$ cat src/rtl/branch_result_buffer_pkg.sv
// Shared types for the branch result buffer: the queued result record
// and the number of common data buses it can drive.
package branch_result_buffer_pkg;
   localparam int XLEN      = 32;
   localparam int RRN_WIDTH = 6;
   localparam int CDB_COUNT = 2;

   typedef struct packed {
      logic [XLEN-1:0]      address;
      logic [XLEN-1:0]      store_result;
      logic [XLEN-1:0]      jump_result;
      logic [RRN_WIDTH-1:0] rrn;
   } branch_result_t;
endpackage

$ cat src/rtl/branch_result_buffer_if.sv
// Branch unit input handshake, arbiter request/grant and CDB broadcast.
interface branch_result_buffer_if;
   import branch_result_buffer_pkg::*;

   logic                 in_valid;
   logic                 in_ready;
   logic [XLEN-1:0]      in_address;
   logic [XLEN-1:0]      in_store_result;
   logic [XLEN-1:0]      in_jump_result;
   logic [RRN_WIDTH-1:0] in_rrn;
   logic                 get_bus;
   logic                 bus_granted;
   logic                 bus_selected;
   logic [CDB_COUNT-1:0] cdb_valid;
   logic [XLEN-1:0]      cdb_address;
   logic [XLEN-1:0]      cdb_result;
   logic [XLEN-1:0]      cdb_jmp_address;
   logic [RRN_WIDTH-1:0] cdb_rrn;

   modport master (
      output in_valid, in_address, in_store_result,
      output in_jump_result, in_rrn,
      output bus_granted, bus_selected,
      input  in_ready, get_bus,
      input  cdb_valid, cdb_address, cdb_result,
      input  cdb_jmp_address, cdb_rrn
   );

   modport slave (
      input  in_valid, in_address, in_store_result,
      input  in_jump_result, in_rrn,
      input  bus_granted, bus_selected,
      output in_ready, get_bus,
      output cdb_valid, cdb_address, cdb_result,
      output cdb_jmp_address, cdb_rrn
   );
endinterface

$ cat src/rtl/branch_result_buffer_result_fifo.sv
// Circular DEPTH-entry queue of branch results; the extra pointer MSB
// separates full from empty when the indexes coincide.
module result_fifo
   import branch_result_buffer_pkg::*;
#(
   parameter int DEPTH = 4
) (
   input  logic           clock,
   input  logic           reset,
   input  logic           flush,
   input  logic           push,
   input  logic           pop,
   input  branch_result_t wdata,
   output branch_result_t rdata,
   output logic           full,
   output logic           empty
);
   localparam int IW = $clog2(DEPTH);
   localparam int PW = IW + 1;
   localparam logic [PW-1:0] ONE = PW'(1);

   logic [PW-1:0]  wr_ptr;
   logic [PW-1:0]  rd_ptr;
   logic           do_push;
   logic           do_pop;
   branch_result_t mem [DEPTH];

   assign empty   = (wr_ptr == rd_ptr);
   assign full    = (wr_ptr[IW-1:0] == rd_ptr[IW-1:0]) &&
                    (wr_ptr[PW-1] != rd_ptr[PW-1]);
   assign do_push = push && !full && !flush;
   assign do_pop  = pop && !empty && !flush;
   assign rdata   = mem[rd_ptr[IW-1:0]];

   always_ff @(posedge clock or negedge reset) begin
      if (!reset) begin
         wr_ptr <= '0;
         rd_ptr <= '0;
      end else if (flush) begin
         wr_ptr <= '0;
         rd_ptr <= '0;
      end else begin
         if (do_push) wr_ptr <= wr_ptr + ONE;
         if (do_pop)  rd_ptr <= rd_ptr + ONE;
      end
   end

   always_ff @(posedge clock) begin
      if (do_push) mem[wr_ptr[IW-1:0]] <= wdata;
   end
endmodule

$ cat src/rtl/branch_result_buffer.sv
// Queues completed branch results and broadcasts one per arbiter grant
// onto the selected CDB through registered outputs.
module branch_result_buffer
   import branch_result_buffer_pkg::*;
#(
   parameter int DEPTH = 4
) (
   input  logic                   clock,
   input  logic                   reset,
   input  logic                   flush,
   branch_result_buffer_if.slave  bus
);
   logic                 full;
   logic                 empty;
   logic                 push;
   logic                 grant;
   branch_result_t       wdata;
   branch_result_t       head;
   branch_result_t       cdb_q;
   logic [CDB_COUNT-1:0] cdb_valid_q;

   assign wdata = '{address:      bus.in_address,
                    store_result: bus.in_store_result,
                    jump_result:  bus.in_jump_result,
                    rrn:          bus.in_rrn};

   assign bus.in_ready = !full;
   assign bus.get_bus  = !empty;
   assign push         = bus.in_valid && !full;
   assign grant        = bus.bus_granted && !empty;

   result_fifo #(.DEPTH(DEPTH)) u_fifo (
      .clock (clock),
      .reset (reset),
      .flush (flush),
      .push  (push),
      .pop   (grant),
      .wdata (wdata),
      .rdata (head),
      .full  (full),
      .empty (empty)
   );

   // Data registers hold between grants; only the valid strobe clears.
   always_ff @(posedge clock or negedge reset) begin
      if (!reset) begin
         cdb_valid_q <= '0;
         cdb_q       <= '0;
      end else begin
         cdb_valid_q <= '0;
         if (grant && !flush) begin
            cdb_valid_q <= CDB_COUNT'(1) << bus.bus_selected;
            cdb_q       <= head;
         end
      end
   end

   assign bus.cdb_valid       = cdb_valid_q;
   assign bus.cdb_address     = cdb_q.address;
   assign bus.cdb_result      = cdb_q.store_result;
   assign bus.cdb_jmp_address = cdb_q.jump_result;
   assign bus.cdb_rrn         = cdb_q.rrn;

   spurious_grant: assert property (
      @(posedge clock) disable iff (!reset)
      bus.bus_granted |-> !empty
   ) else $warning("bus_granted while result queue empty");
endmodule
$ cat src/flat_wrapper.sv
// flat-port wrapper written by rule: the top's interface ports become plain ports
module branch_result_buffer_flat import branch_result_buffer_pkg::*;
#(
   parameter int DEPTH = 4
)
  (clock, reset, flush, bus_in_valid, bus_in_address, bus_in_store_result, bus_in_jump_result, bus_in_rrn, bus_bus_granted, bus_bus_selected, bus_in_ready, bus_get_bus, bus_cdb_valid, bus_cdb_address, bus_cdb_result, bus_cdb_jmp_address, bus_cdb_rrn);
  branch_result_buffer_if bus_i ();
  input  logic clock;
  input  logic reset;
  input  logic flush;
  input wire logic [$bits(bus_i.in_valid)-1:0] bus_in_valid;
  input wire logic [$bits(bus_i.in_address)-1:0] bus_in_address;
  input wire logic [$bits(bus_i.in_store_result)-1:0] bus_in_store_result;
  input wire logic [$bits(bus_i.in_jump_result)-1:0] bus_in_jump_result;
  input wire logic [$bits(bus_i.in_rrn)-1:0] bus_in_rrn;
  input wire logic [$bits(bus_i.bus_granted)-1:0] bus_bus_granted;
  input wire logic [$bits(bus_i.bus_selected)-1:0] bus_bus_selected;
  output wire logic [$bits(bus_i.in_ready)-1:0] bus_in_ready;
  output wire logic [$bits(bus_i.get_bus)-1:0] bus_get_bus;
  output wire logic [$bits(bus_i.cdb_valid)-1:0] bus_cdb_valid;
  output wire logic [$bits(bus_i.cdb_address)-1:0] bus_cdb_address;
  output wire logic [$bits(bus_i.cdb_result)-1:0] bus_cdb_result;
  output wire logic [$bits(bus_i.cdb_jmp_address)-1:0] bus_cdb_jmp_address;
  output wire logic [$bits(bus_i.cdb_rrn)-1:0] bus_cdb_rrn;
  assign bus_i.in_valid = bus_in_valid;
  assign bus_i.in_address = bus_in_address;
  assign bus_i.in_store_result = bus_in_store_result;
  assign bus_i.in_jump_result = bus_in_jump_result;
  assign bus_i.in_rrn = bus_in_rrn;
  assign bus_i.bus_granted = bus_bus_granted;
  assign bus_i.bus_selected = bus_bus_selected;
  assign bus_in_ready = bus_i.in_ready;
  assign bus_get_bus = bus_i.get_bus;
  assign bus_cdb_valid = bus_i.cdb_valid;
  assign bus_cdb_address = bus_i.cdb_address;
  assign bus_cdb_result = bus_i.cdb_result;
  assign bus_cdb_jmp_address = bus_i.cdb_jmp_address;
  assign bus_cdb_rrn = bus_i.cdb_rrn;
  branch_result_buffer #(.DEPTH(DEPTH)) u_core (.clock(clock), .reset(reset), .flush(flush), .bus(bus_i));
endmodule
$ cat config.mk
export PLATFORM = sky130hd
export DESIGN_NAME = branch_result_buffer_flat
export DESIGN_NICKNAME = d
export VERILOG_FILES = /design/src/rtl/branch_result_buffer_pkg.sv /design/src/rtl/branch_result_buffer_if.sv /design/src/rtl/branch_result_buffer_result_fifo.sv /design/src/rtl/branch_result_buffer.sv /design/src/flat_wrapper.sv
export SDC_FILE = /design/constraint.sdc
export NUM_CORES = 1
export LEC_CHECK = 0
export ABC_AREA = 1
export CORE_AREA = 2 2 240 302
export DETAILED_ROUTE_END_ITERATION = 10
export DIE_AREA = 0 0 242 304
export PLACE_DENSITY = 0.54
export SYNTH_ARGS = -nofsm -noshare
export SYNTH_HDL_FRONTEND = slang
export SYNTH_SLANG_ARGS = --single-unit
$ cat constraint.sdc
create_clock -name clock -period 5.85 [get_ports clock]
set_clock_uncertainty 0.1 [all_clocks]
set_input_delay 1.4625 -clock clock [delete_from_list [all_inputs] [get_ports clock]]
set_output_delay 1.4625 -clock clock [all_outputs]
set_load 0.01 [all_outputs]
# ---- Yosys cells after proc, flatten, opt, wreduce, memory -nomap -nowiden
# Memory sizes are Yosys's and may differ from the RTL's. A register that Yosys moved wholly into a read port is not among the register bits.
# Index checks and enable logic that the tools add are counted.
dict set report classes {
  mux 7
  n_eq_ne 3
  reduce_logical 14
  addsub 2
  n_shift 1
}
# op count
set op_table {}
lappend op_table {{$mux 3} 4}
lappend op_table {{$logic_and 1x1->1} 8}
lappend op_table {{$add 3x1->3 const B} 2}
lappend op_table {{$logic_not 1->1} 4}
lappend op_table {{$reduce_bool 2->1} 2}
lappend op_table {{$eq 3x3->1} 1}
lappend op_table {{$eq 2x2->1} 1}
lappend op_table {{$mux 1} 2}
lappend op_table {{$mux 2} 1}
lappend op_table {{$shl 1x1->2 const A} 1}
lappend op_table {{$ne 1x1->1} 1}
dict set report word_totals {
  ram_bits 408
  register_bits 8
  memories 1
  wordCells 31
}
# name depth word_bits read_ports rd_ports_with_merged_regs wr line_no
set memory_table {}
lappend memory_table {u_core.u_fifo.mem 4 102 1 1 1 branch_result_buffer_result_fifo.sv:26} ;# branch_result_t mem [DEPTH];

# ---- Depth between registers and ports, before layout
# Gate-level depths: netlist of the first run.
dict set report logic_depth {
  depth_word 8
  ltp_mapped 10
}

# ---- Cells and area by module
# From an unflattened synthesis of the first run, not the netlist that was laid out.
dict set report hier_totals {
  cells_unflattened 1517
  hier_area_um2 19926.6
}
# mod n_inst cells_each seq_area_each_um2 area_each_um2
set by_module_without_submodules {}
lappend by_module_without_submodules {result_fifo 1 1051 12401.9 15610.0}
lappend by_module_without_submodules {branch_result_buffer 1 466 2602.5 4316.6}

# ---- Worst setup path before layout of the first run
# Ideal clock, no wire load.
dict set report synth_timing {
  kind {input -> register}
  startpoint {input port flush}
  endpoint {memory u_core.u_fifo.mem[0][0] (netlist name) (enable)}
  t_arrival_ns 6.264
  slack_ns -1.079
  setup_time_ns 0.564
  n_path_buf 1
  cell_stages 4
  path_cell_list {inv_2 -> clkbuf_1 -> nand3_1 -> nor2_1}
}
dict set report synth_via {
  elab_chain_cells 4
}
# element line_no
set synth_rtl {}
lappend synth_rtl {{start, declared} flat_wrapper.sv:10} ;# input logic flush;
lappend synth_rtl {{$logic_not 1->1} branch_result_buffer_result_fifo.sv:31} ;# assign do_push = push && !full && !flush;
lappend synth_rtl {{$logic_and 1x1->1} branch_result_buffer_result_fifo.sv:31}
lappend synth_rtl {{$mux 1} branch_result_buffer_result_fifo.sv:49} ;# if (do_push) mem[wr_ptr[IW-1:0]] <= wdata;
lappend synth_rtl {{$mux 1 (implied by the code)} branch_result_buffer_result_fifo.sv:49}
lappend synth_rtl {{end, declared} branch_result_buffer_result_fifo.sv:26}
# Every way passes these cells.

# ---- Final worst setup path of the first run
dict set report layout_timing {
  startpoint {register u_core.u_fifo.rd_ptr[1]}
  endpoint {output port bus_get_bus}
}
dict set report layout_via {
  elab_chain_cells 2
}
# element line_no
set layout_rtl {}
lappend layout_rtl {{start, declared} branch_result_buffer_result_fifo.sv:23} ;# logic [PW-1:0] rd_ptr;
lappend layout_rtl {{start signal, assigned} branch_result_buffer_result_fifo.sv:44} ;# if (do_pop) rd_ptr <= rd_ptr + ONE;
lappend layout_rtl {{$eq 3x3->1} branch_result_buffer_result_fifo.sv:28} ;# assign empty = (wr_ptr == rd_ptr);
lappend layout_rtl {{$logic_not 1->1} branch_result_buffer.sv:28} ;# assign bus.get_bus = !empty;
lappend layout_rtl {{end, declared} flat_wrapper.sv:19} ;# output wire logic [$bits(bus_i.get_bus)-1:0] bus_get_bus;
# Every way passes these cells.

==> impl_metrics.toml, run 1 <==
[cts]
hold_buffers = 0
cts_root_buf = "clkbuf_16"
htreeDepth = 2
cts_tree = "yes"
clkLatencyLatePin_ns = 0.61
clock-sinks = 518
post-cts-setup-buffer-count = 0
clock_path_buffers = 3
cts_buffers = 52
ctsResizeCount = 0
path_clk_slew_ns = 0.06

[layout]
layout_commonest_cell = "nand2_1"
fin_cells = 3295
layout_common_cells = "nand2_1 (734), inv_1 (417), edfxtp_1 (408)"
drive_gt1_share_pct = 5.002
finish.instance_area_um2 = 26650
area_growth_syn_to_layout_pct = 22.59
nets = 2408

[die]
io_pins = 214
die_w_um = 242
rows = 110
die_h_um = 304
die_area_um2 = 73570
initial_core_util_pct = 30.61
core_area_um2 = 71020

[synth]
syn_inst = 2121
yosysUniqueCellTypes = 17
synth_top_cell_area_share_pct = 56.36
synth_compound_area_share_pct = 0
synth_simple_gate_area_share_pct = 20.89
synth-xor-area-share_pct = 0.08058
synth-seq-cells = 518
yosys_warnings = 0
synth_area_leaders = "edfxtp_1 (56%), nand2_1 (13%), dfrtp_1 (13%)"
synth_fa_ha_area_share_pct = 0.2878
synthMuxAreaShare_pct = 0
syn_area_per_cell_um2 = 10.25
ys_seq_area_share_pct = 69.02
synth_top_family_by_area = "simple AND/OR/NAND/NOR gates"
synth_area_um2 = 21740
synth_top_area_cell = "edfxtp_1"
syn-num-nets = 2234

[routing]
routed_wl_mm = 55.32
drt_first_pass_iters = 5
viasPerCell = 4.410
drtIter0Drc = 917
wl_per_cell_um = 16.79
vias = 14530
drc = 0
antenna_left = 0

[placement]
placed_cell_area_um2 = 24780
gp_congestion = 0.7576
dp_hpwl_mm = 33.74
io_buffers = 213
dp.cells = 3193

[power]
p_comb_share_pct = 19.8
switching_share_pct = 26.96
p_sw_uw = 2770
pwr_density_cell_nw_per_um2 = 385.5
leakage_uw = 0.01184
pwr-share-clk_pct = 34.9
irDropWorstVdd_mv = 0.1696
internal_power_uw = 7505
seqPwrFrac_pct = 45.3

[worst_setup_path]
slowest_stage = "dfrtp_4"
endpoint_kind = "output pin"
cp.arrival_ns = 3.19
worstSetupPathType = "reg2out"
path_common_cell = "nand2_1"
cp.depth = 5
cp.required_ns = 4.29
setup.worst_path.start_class = "flip-flop"
max_stage_delay_ns = 0.73
crit_chain = "inv_4 > nand2_1 > nand2_1 > nand3_4 > clkdlybuf4s50_1"
critical-path-top-delay-family = "buffers and inverters"
r2r.worst_path.cells = 8
crit_buf_inv = 2
crit_path_max_fanout = 56

[timing]
period_needed_ns = 4.757
rsz0062_at_grt = "no"
holdWs_ns = 0.3831
finalHoldViolCount = 0
final-max-slew-violation-count = 0
setup_violations = 0
tns_ns = 0
fmaxAchievable_mhz = 210.2
slew_headroom_pct = 33.55
worst_pin_slew_ns = 0.9968
post-route-period-util_pct = 81.31

[flow_run]
max-cap-violations = 0

[status]
status = "complete, no violations"

[global_route]
track_usage_pct = 14.98
grt-ovfl-total = 0
grt_pass1_wl_mm = 85.86
grt_pass1_vias = 14780
antenna_found_initial = 9
grt_max_degree = 86

[hold_path]
hold_path_class = "reg2reg"
min_path_cells = 2
==> sequential cells by signal (all words and copies together), names as in the netlist <==
signal	cells
u_core.u_fifo.mem	408
u_core.bus.cdb_address	32
u_core.bus.cdb_jmp_address	32
u_core.bus.cdb_result	32
u_core.bus.cdb_rrn	6
u_core.u_fifo.rd_ptr	3
u_core.u_fifo.wr_ptr	3
u_core.bus.cdb_valid	2
==> cell usage after synthesis, drive strengths merged <==
master,number
xor2,2
nand4,108
ha,5
buf,75
inv,420
clkbuf,39
nand2,734
nand3,214
nor2,6
dfrtp,110
edfxtp,408
==> per-stage QoR <==
step                total power (uW)  worst slack, ns  utilization, %
detailed placement              6795            1.615           34.89
global placement                6779            1.621           34.89
global route                   10770           0.9135           37.52
CTS                            10420           0.9960           37.51
finish                         10270            1.093           37.53
floorplan                       5652           -1.079               -
==> tightest hold or removal path, cell delays in order (launching register included) <==
cell and delay, ns:
dfrtp_1 0.34, nand2_1 0.06, nand2_1 0.05
==> power groups by stage <==
stage	logic, uW	registers, uW	clock network, uW
6_report	2030	4650	3590
5_1_grt	2240	4710	3820
4_1_cts	2080	4670	3680
3_5_place_dp	2060	4730	0
3_3_place_gp	2040	4740	0
2_1_floorplan	819	4830	0
==> metal layers <==
layer	track usage (%)	share of wire, %
met5	0	0.11
met4	4.752	2.5
met3	3.263	5.2
met2	26.92	51
met1	17.77	41
==> layout make-up <==
class | instances | area [um^2]
fill | 6939 | 44370
antenna | 4 | 10.01
multi-input combinational | 1069 | 4659
tap | 952 | 1191
timing repair buffer | 234 | 2326
clock inverter | 22 | 299.0
sequential | 518 | 15010
clock buffer | 76 | 1567
inverter | 420 | 1587
==> cell families (layout without fill, tap and decap cells) <==
family	after synthesis	after routing
AND/OR/NAND/NOR	1062	1062
XOR/XNOR	2	2
buffers and inverters	534	752
other	0	4
adder cells (fa/ha/maj)	5	5
flip-flops	518	518
==> worst paths after layout <==
| path | slack, ns | start | endpoint |
|---|---|---|---|
| setup / recovery | 1.09 | u_core.u_fifo.rd_ptr[1] | bus_get_bus |
| hold / removal | 0.38 | u_core.bus.cdb_jmp_address[31] | u_core.bus.cdb_jmp_address[31] |
| setup reg to reg | 2.22 | u_core.u_fifo.rd_ptr[0] | u_core.bus.cdb_result[10] |
| hold reg to reg | 0.38 | u_core.bus.cdb_jmp_address[31] | u_core.bus.cdb_jmp_address[31] |
| max in group asynchronous | 3.93 | reset | u_core.bus.cdb_result[6] |
| min in group asynchronous | 0.78 | reset | u_core.bus.cdb_address[18] |
No activity file was read; power rests on OpenSTA's default activity.
==> inputs of run 2 (changes only) <==
==> constraint.sdc (replaced) <==
create_clock -name clock -period 4 [get_ports clock]
set_clock_uncertainty 0.1 [all_clocks]
set_input_delay 1 -clock clock [delete_from_list [all_inputs] [get_ports clock]]
set_output_delay 1 -clock clock [all_outputs]
set_load 0.01 [all_outputs]
==> impl_metrics.toml, run 2 (same netlist as run 1, synthesis figures left out) <==
[status]
status = "complete, no violations"

[die]
core_area_um2 = 71020
die_h_um = 304
die_w_um = 242
die_area_um2 = 73570
initial_core_util_pct = 30.61
io_pins = 214
rows = 110

[timing]
rsz0062_at_grt = "no"
period_needed_ns = 3.438
setup_violations = 0
slew_headroom_pct = 31.52
fmaxAchievable_mhz = 290.9
worst_pin_slew_ns = 1.027
setup_ws_ns = 0.5622
final-max-slew-violation-count = 0
post-route-period-util_pct = 85.94
finalHoldViolCount = 0

[cts]
ctsResizeCount = 0
htreeDepth = 2
hold_buffers = 0
clock_path_buffers = 3
cts_buffers = 52
cts_tree = "yes"
clkLatencyLatePin_ns = 0.61
cts_root_buf = "clkbuf_16"
path_clk_slew_ns = 0.06
post-cts-setup-buffer-count = 0
clock-sinks = 518

[power]
internal_power_uw = 10560
irDropWorstVdd_mv = 0.3184
pwr_density_cell_nw_per_um2 = 551.6
leakage_uw = 0.01181
pwr-share-clk_pct = 33.0
seqPwrFrac_pct = 46.5
p_sw_uw = 4111
p_comb_share_pct = 20.5
switching_share_pct = 28.02

[global_route]
antenna_found_initial = 5
grt-ovfl-total = 0
grt_pass1_wl_mm = 86.43
track_usage_pct = 15.19
grt_max_degree = 206
grt_pass1_vias = 14530

[layout]
layout_common_cells = "nand2_1 (734), inv_1 (417), edfxtp_1 (408)"
nets = 2415
utilization_pct = 37.46
finish.instance_area_um2 = 26600
area_growth_syn_to_layout_pct = 22.36
fillers = 7029
drive_gt1_share_pct = 5.243
layout_commonest_cell = "nand2_1"
largest_reg_flops = 408

[worst_setup_path]
critical-path-top-delay-family = "buffers and inverters"
r2r-end = "u_core.bus.cdb_address[8]"
r2r.worst_path.cells = 7
worstSetupPathType = "reg2out"
max_stage_delay_ns = 0.62
crit_chain = "inv_6 > nand2_1 > nand2_1 > nand3_1 > clkdlybuf4s50_1"
cp.required_ns = 2.90
crit_buf_inv = 2
path_common_cell = "nand2_1"
reg2reg_slack_ns = 1.16
reg2reg_from = "u_core.u_fifo.rd_ptr[0]"
cp.arrival_ns = 2.34
slowest_stage = "dfrtp_4"
endpoint_kind = "output pin"
crit_start = "u_core.u_fifo.rd_ptr[0]"
cp.depth = 5
cp-endpoint = "bus_in_ready"
setup.worst_path.start_class = "flip-flop"
crit_path_max_fanout = 26

[routing]
drc = 0
viasPerCell = 4.405
wl_met1_mm = 23.05
drtIter0Drc = 939
routed.top_layer = "met5"
vias = 14530
antenna_left = 0
drt_first_pass_iters = 7
routed_wl_mm = 55.97
wl_met3_mm = 2.388
dr_wl_met2_mm = 29.05
wl_per_cell_um = 16.97

[placement]
dp_hpwl_mm = 34.42
io_buffers = 213
pre_cts_slack_ns = 0.8502
placed_cell_area_um2 = 24900
gp_congestion = 0.7555

[hold_path]
hold_path_class = "in2async"

[flow_run]
max-cap-violations = 0
## run 2: cell types whose count changed in the layout (fill, tap and decap cells not counted), sizes merged
cell / delta
bufinv: -4
buf: +7
clkinvlp: +2
clkinv: +6
inv: +4
clkbuf: -8
diode: -3
## run 2: final cells by class
cell class,instances,area [um^2],share of cell area (%)
timing repair buffer,241,2454,9.224
sequential,518,15010,56.43
antenna,1,2.502,0.009407
multi-input combinational,1069,4659,17.52
inverter,420,1587,5.964
clock buffer,68,1433,5.386
tap,952,1191,4.478
clock inverter,30,262.8,0.9878
## run 2: worst min path at each step
stage,from,to,slack (ns),depth (start not counted)
floorplan,u_core.bus.cdb_address[0],u_core.bus.cdb_address[0],0.41,2
global placement,u_core.bus.cdb_address[29],u_core.bus.cdb_address[29],0.37,2
detailed placement,u_core.bus.cdb_result[24],u_core.bus.cdb_result[24],0.37,2
CTS,reset,u_core.bus.cdb_result[12],0.37,1
global route,reset,u_core.bus.cdb_result[12],0.39,1
finish,reset,u_core.bus.cdb_result[8],0.34,1
## run 2: stage by stage
stage	instances	power (uW)	setup TNS (ns)	hold slack (ns)
global route	3299	15420	0	0.3875
detailed placement	3200	10000	0	0.3665
floorplan	2121	8259	-332.23	0.4132
global placement	3200	9966	0	0.3692
CTS	3298	14910	0	0.3689
finish	3299	14670	0	0.3439
## run 2: power by group through the flow
stage          registers, uW  clock network [uW]  logic [uW]
6_report                6830                4840        3010
5_1_grt                 6910                5200        3320
4_1_cts                 6840                4990        3070
3_5_place_dp            6940                   0        3060
3_3_place_gp            6950                   0        3020
2_1_floorplan           7060                   0        1200
## run 2: routing by layer
layer / up-vias / GRT usage, %
li1: 7119 / -
met1: 7012 / 18.35
met2: 309 / 27.57
met3: 85 / 2.549
met4: 6 / 4.565
met5: - / 0
## run 2: worst register-to-register path, stage by stage (launching register included)
cell     delay, ns
dfrtp_4       0.64
buf_4         0.58
buf_4         0.84
nand2_1       0.19
nand3_1       0.12
nand2_1       0.07
nand4_1       0.14
nand2_1       0.08
==> inputs of run 3 (changes only) <==
--- a/config.mk
+++ b/config.mk
@@ -9,7 +9,7 @@
 export CORE_AREA = 2 2 240 302
 export DETAILED_ROUTE_END_ITERATION = 10
 export DIE_AREA = 0 0 242 304
-export PLACE_DENSITY = 0.54
+export PLACE_DENSITY = 0.52
 export SYNTH_ARGS = -nofsm -noshare
 export SYNTH_HDL_FRONTEND = slang
 export SYNTH_SLANG_ARGS = --single-unit
==> constraint.sdc (replaced) <==
create_clock -name clock -period 4.35 [get_ports clock]
set_clock_uncertainty 0.1 [all_clocks]
set_input_delay 1.0875 -clock clock [delete_from_list [all_inputs] [get_ports clock]]
set_output_delay 1.0875 -clock clock [all_outputs]
set_load 0.01 [all_outputs]
==> impl_metrics.toml, run 3 (same netlist as run 1, synthesis figures left out) <==
[status]
status = "complete, no violations"

[timing]
rsz0062_at_grt = "no"
setup_violations = 0
worst_pin_slew_ns = 1.080
final-max-slew-violation-count = 0
period_needed_ns = 3.731
slew_headroom_pct = 28.00
holdWs_ns = 0.3780
post-route-period-util_pct = 85.76
fmaxAchievable_mhz = 268.0
tns_ns = 0
finalHoldViolCount = 0
setup_ws_ns = 0.6192

[global_route]
grt_pass1_vias = 14580
grt-ovfl-total = 0
grt_max_degree = 207
grt_pass1_wl_mm = 87.24
track_usage_pct = 15.36
antenna_found_initial = 6

[routing]
drc = 0
drtIter0Drc = 870
drt_first_pass_iters = 5
viasPerCell = 4.424
routed_wl_mm = 56.89
antenna_left = 0
wl_per_cell_um = 17.23
vias = 14600

[power]
leakage_uw = 0.01184
irDropWorstVdd_mv = 0.2710
pwr-share-clk_pct = 34.0
switching_share_pct = 27.09
p_total_uw = 13640
pwr_density_cell_nw_per_um2 = 511.7
seqPwrFrac_pct = 45.7
internal_power_uw = 9945
p_sw_uw = 3695
p_comb_share_pct = 20.3

[worst_setup_path]
crit_start = "u_core.u_fifo.rd_ptr[0]"
reg2reg_from = "u_core.u_fifo.rd_ptr[0]"
cp.arrival_ns = 2.54
cp.required_ns = 3.16
crit_path_max_fanout = 55
setup.worst_path.start_class = "flip-flop"
endpoint_kind = "output pin"
worstSetupPathType = "reg2out"

[die]
die_h_um = 304
io_pins = 214
die_w_um = 242
initial_core_util_pct = 30.61
rows = 110
core_area_um2 = 71020
die_area_um2 = 73570

[layout]
area_growth_syn_to_layout_pct = 22.62
largest_reg_flops = 408
layout_common_cells = "nand2_1 (734), inv_1 (417), edfxtp_1 (408)"
layout_commonest_cell = "nand2_1"
nets = 2414
drive_gt1_share_pct = 5.115
fin_cells = 3301

[cts]
clkLatencyLatePin_ns = 0.60
hold_buffers = 0
htreeDepth = 2
clock-sinks = 518
cts_root_buf = "clkbuf_16"
cts_buffers = 54
clock_path_buffers = 3
ctsResizeCount = 0
cts_tree = "yes"
path_clk_slew_ns = 0.06
post-cts-setup-buffer-count = 0

[flow_run]
max-cap-violations = 0

[placement]
dp.cells = 3197
gp_congestion = 0.7170
io_buffers = 213
dp_hpwl_mm = 33.03
pre_cts_slack_ns = 0.7098

[hold_path]
hold_path_class = "reg2reg"
min_from = "u_core.bus.cdb_address[30]"
[run 3: cell count changes in the layout (fill, tap and decap cells not counted), sizes merged]
cell,previous run,this run
clkbuf,68,79
clkinvlp,3,1
clkinv,19,16
bufinv,3,4
buf,30,27
diode,1,3
inv,425,421
[run 3: worst max-delay path, stage by stage, from the launching register on]
cell	delay, ns
dfrtp_4	0.51
inv_6	0.34
nand2_1	0.09
nand2_1	0.15
nand3_1	0.22
clkdlybuf4s50_1	0.62
[run 3: area by class of cell]
class / instances / area [um^2]
Antenna cell: 3 / 7.507
Multi-Input combinational cell: 1069 / 4659
Tap cell: 952 / 1191
Clock buffer: 79 / 1587
Timing Repair Buffer: 238 / 2406
Sequential cell: 518 / 15010
Clock inverter: 22 / 207.7
Inverter: 420 / 1587
Fill cell: 6949 / 44360
[run 3: power by group through the flow]
stage | Combinational [uW] | Clock (uW) | Sequential (uW)
after detailed placement | 2830 | 0 | 6340
after global placement | 2780 | 0 | 6360
after floorplan | 1100 | 0 | 6490
final | 2770 | 4630 | 6230
after CTS | 2840 | 4760 | 6250
after global routing | 3060 | 4940 | 6310
[run 3: path summary, 6_finish.rpt]
kind	to	cells after the start	slack, ns
min in group asynchronous	u_core.bus.cdb_result[28]	1	0.46
max in group asynchronous	u_core.u_fifo.rd_ptr[0]	1	2.82
setup / recovery	bus_in_ready	5	0.62
setup reg to reg	u_core.bus.cdb_address[7]	8	1.46
hold reg to reg	u_core.bus.cdb_address[30]	2	0.38
hold / removal	u_core.bus.cdb_address[30]	2	0.38
[run 3: through the flow]
stage,utilization [%],cell area [um^2]
floorplan,-,21750
global placement,35.00,24860
detailed placement,35.00,24860
CTS,37.52,26650
global route,37.54,26660
finish,37.54,26660
[run 3: layer usage]
layer  global-route usage, %  wire length (um)
met5                       0                42
met4                   5.024              1374
met3                   2.672              2420
met2                   27.12             29220
met1                   19.02             23830
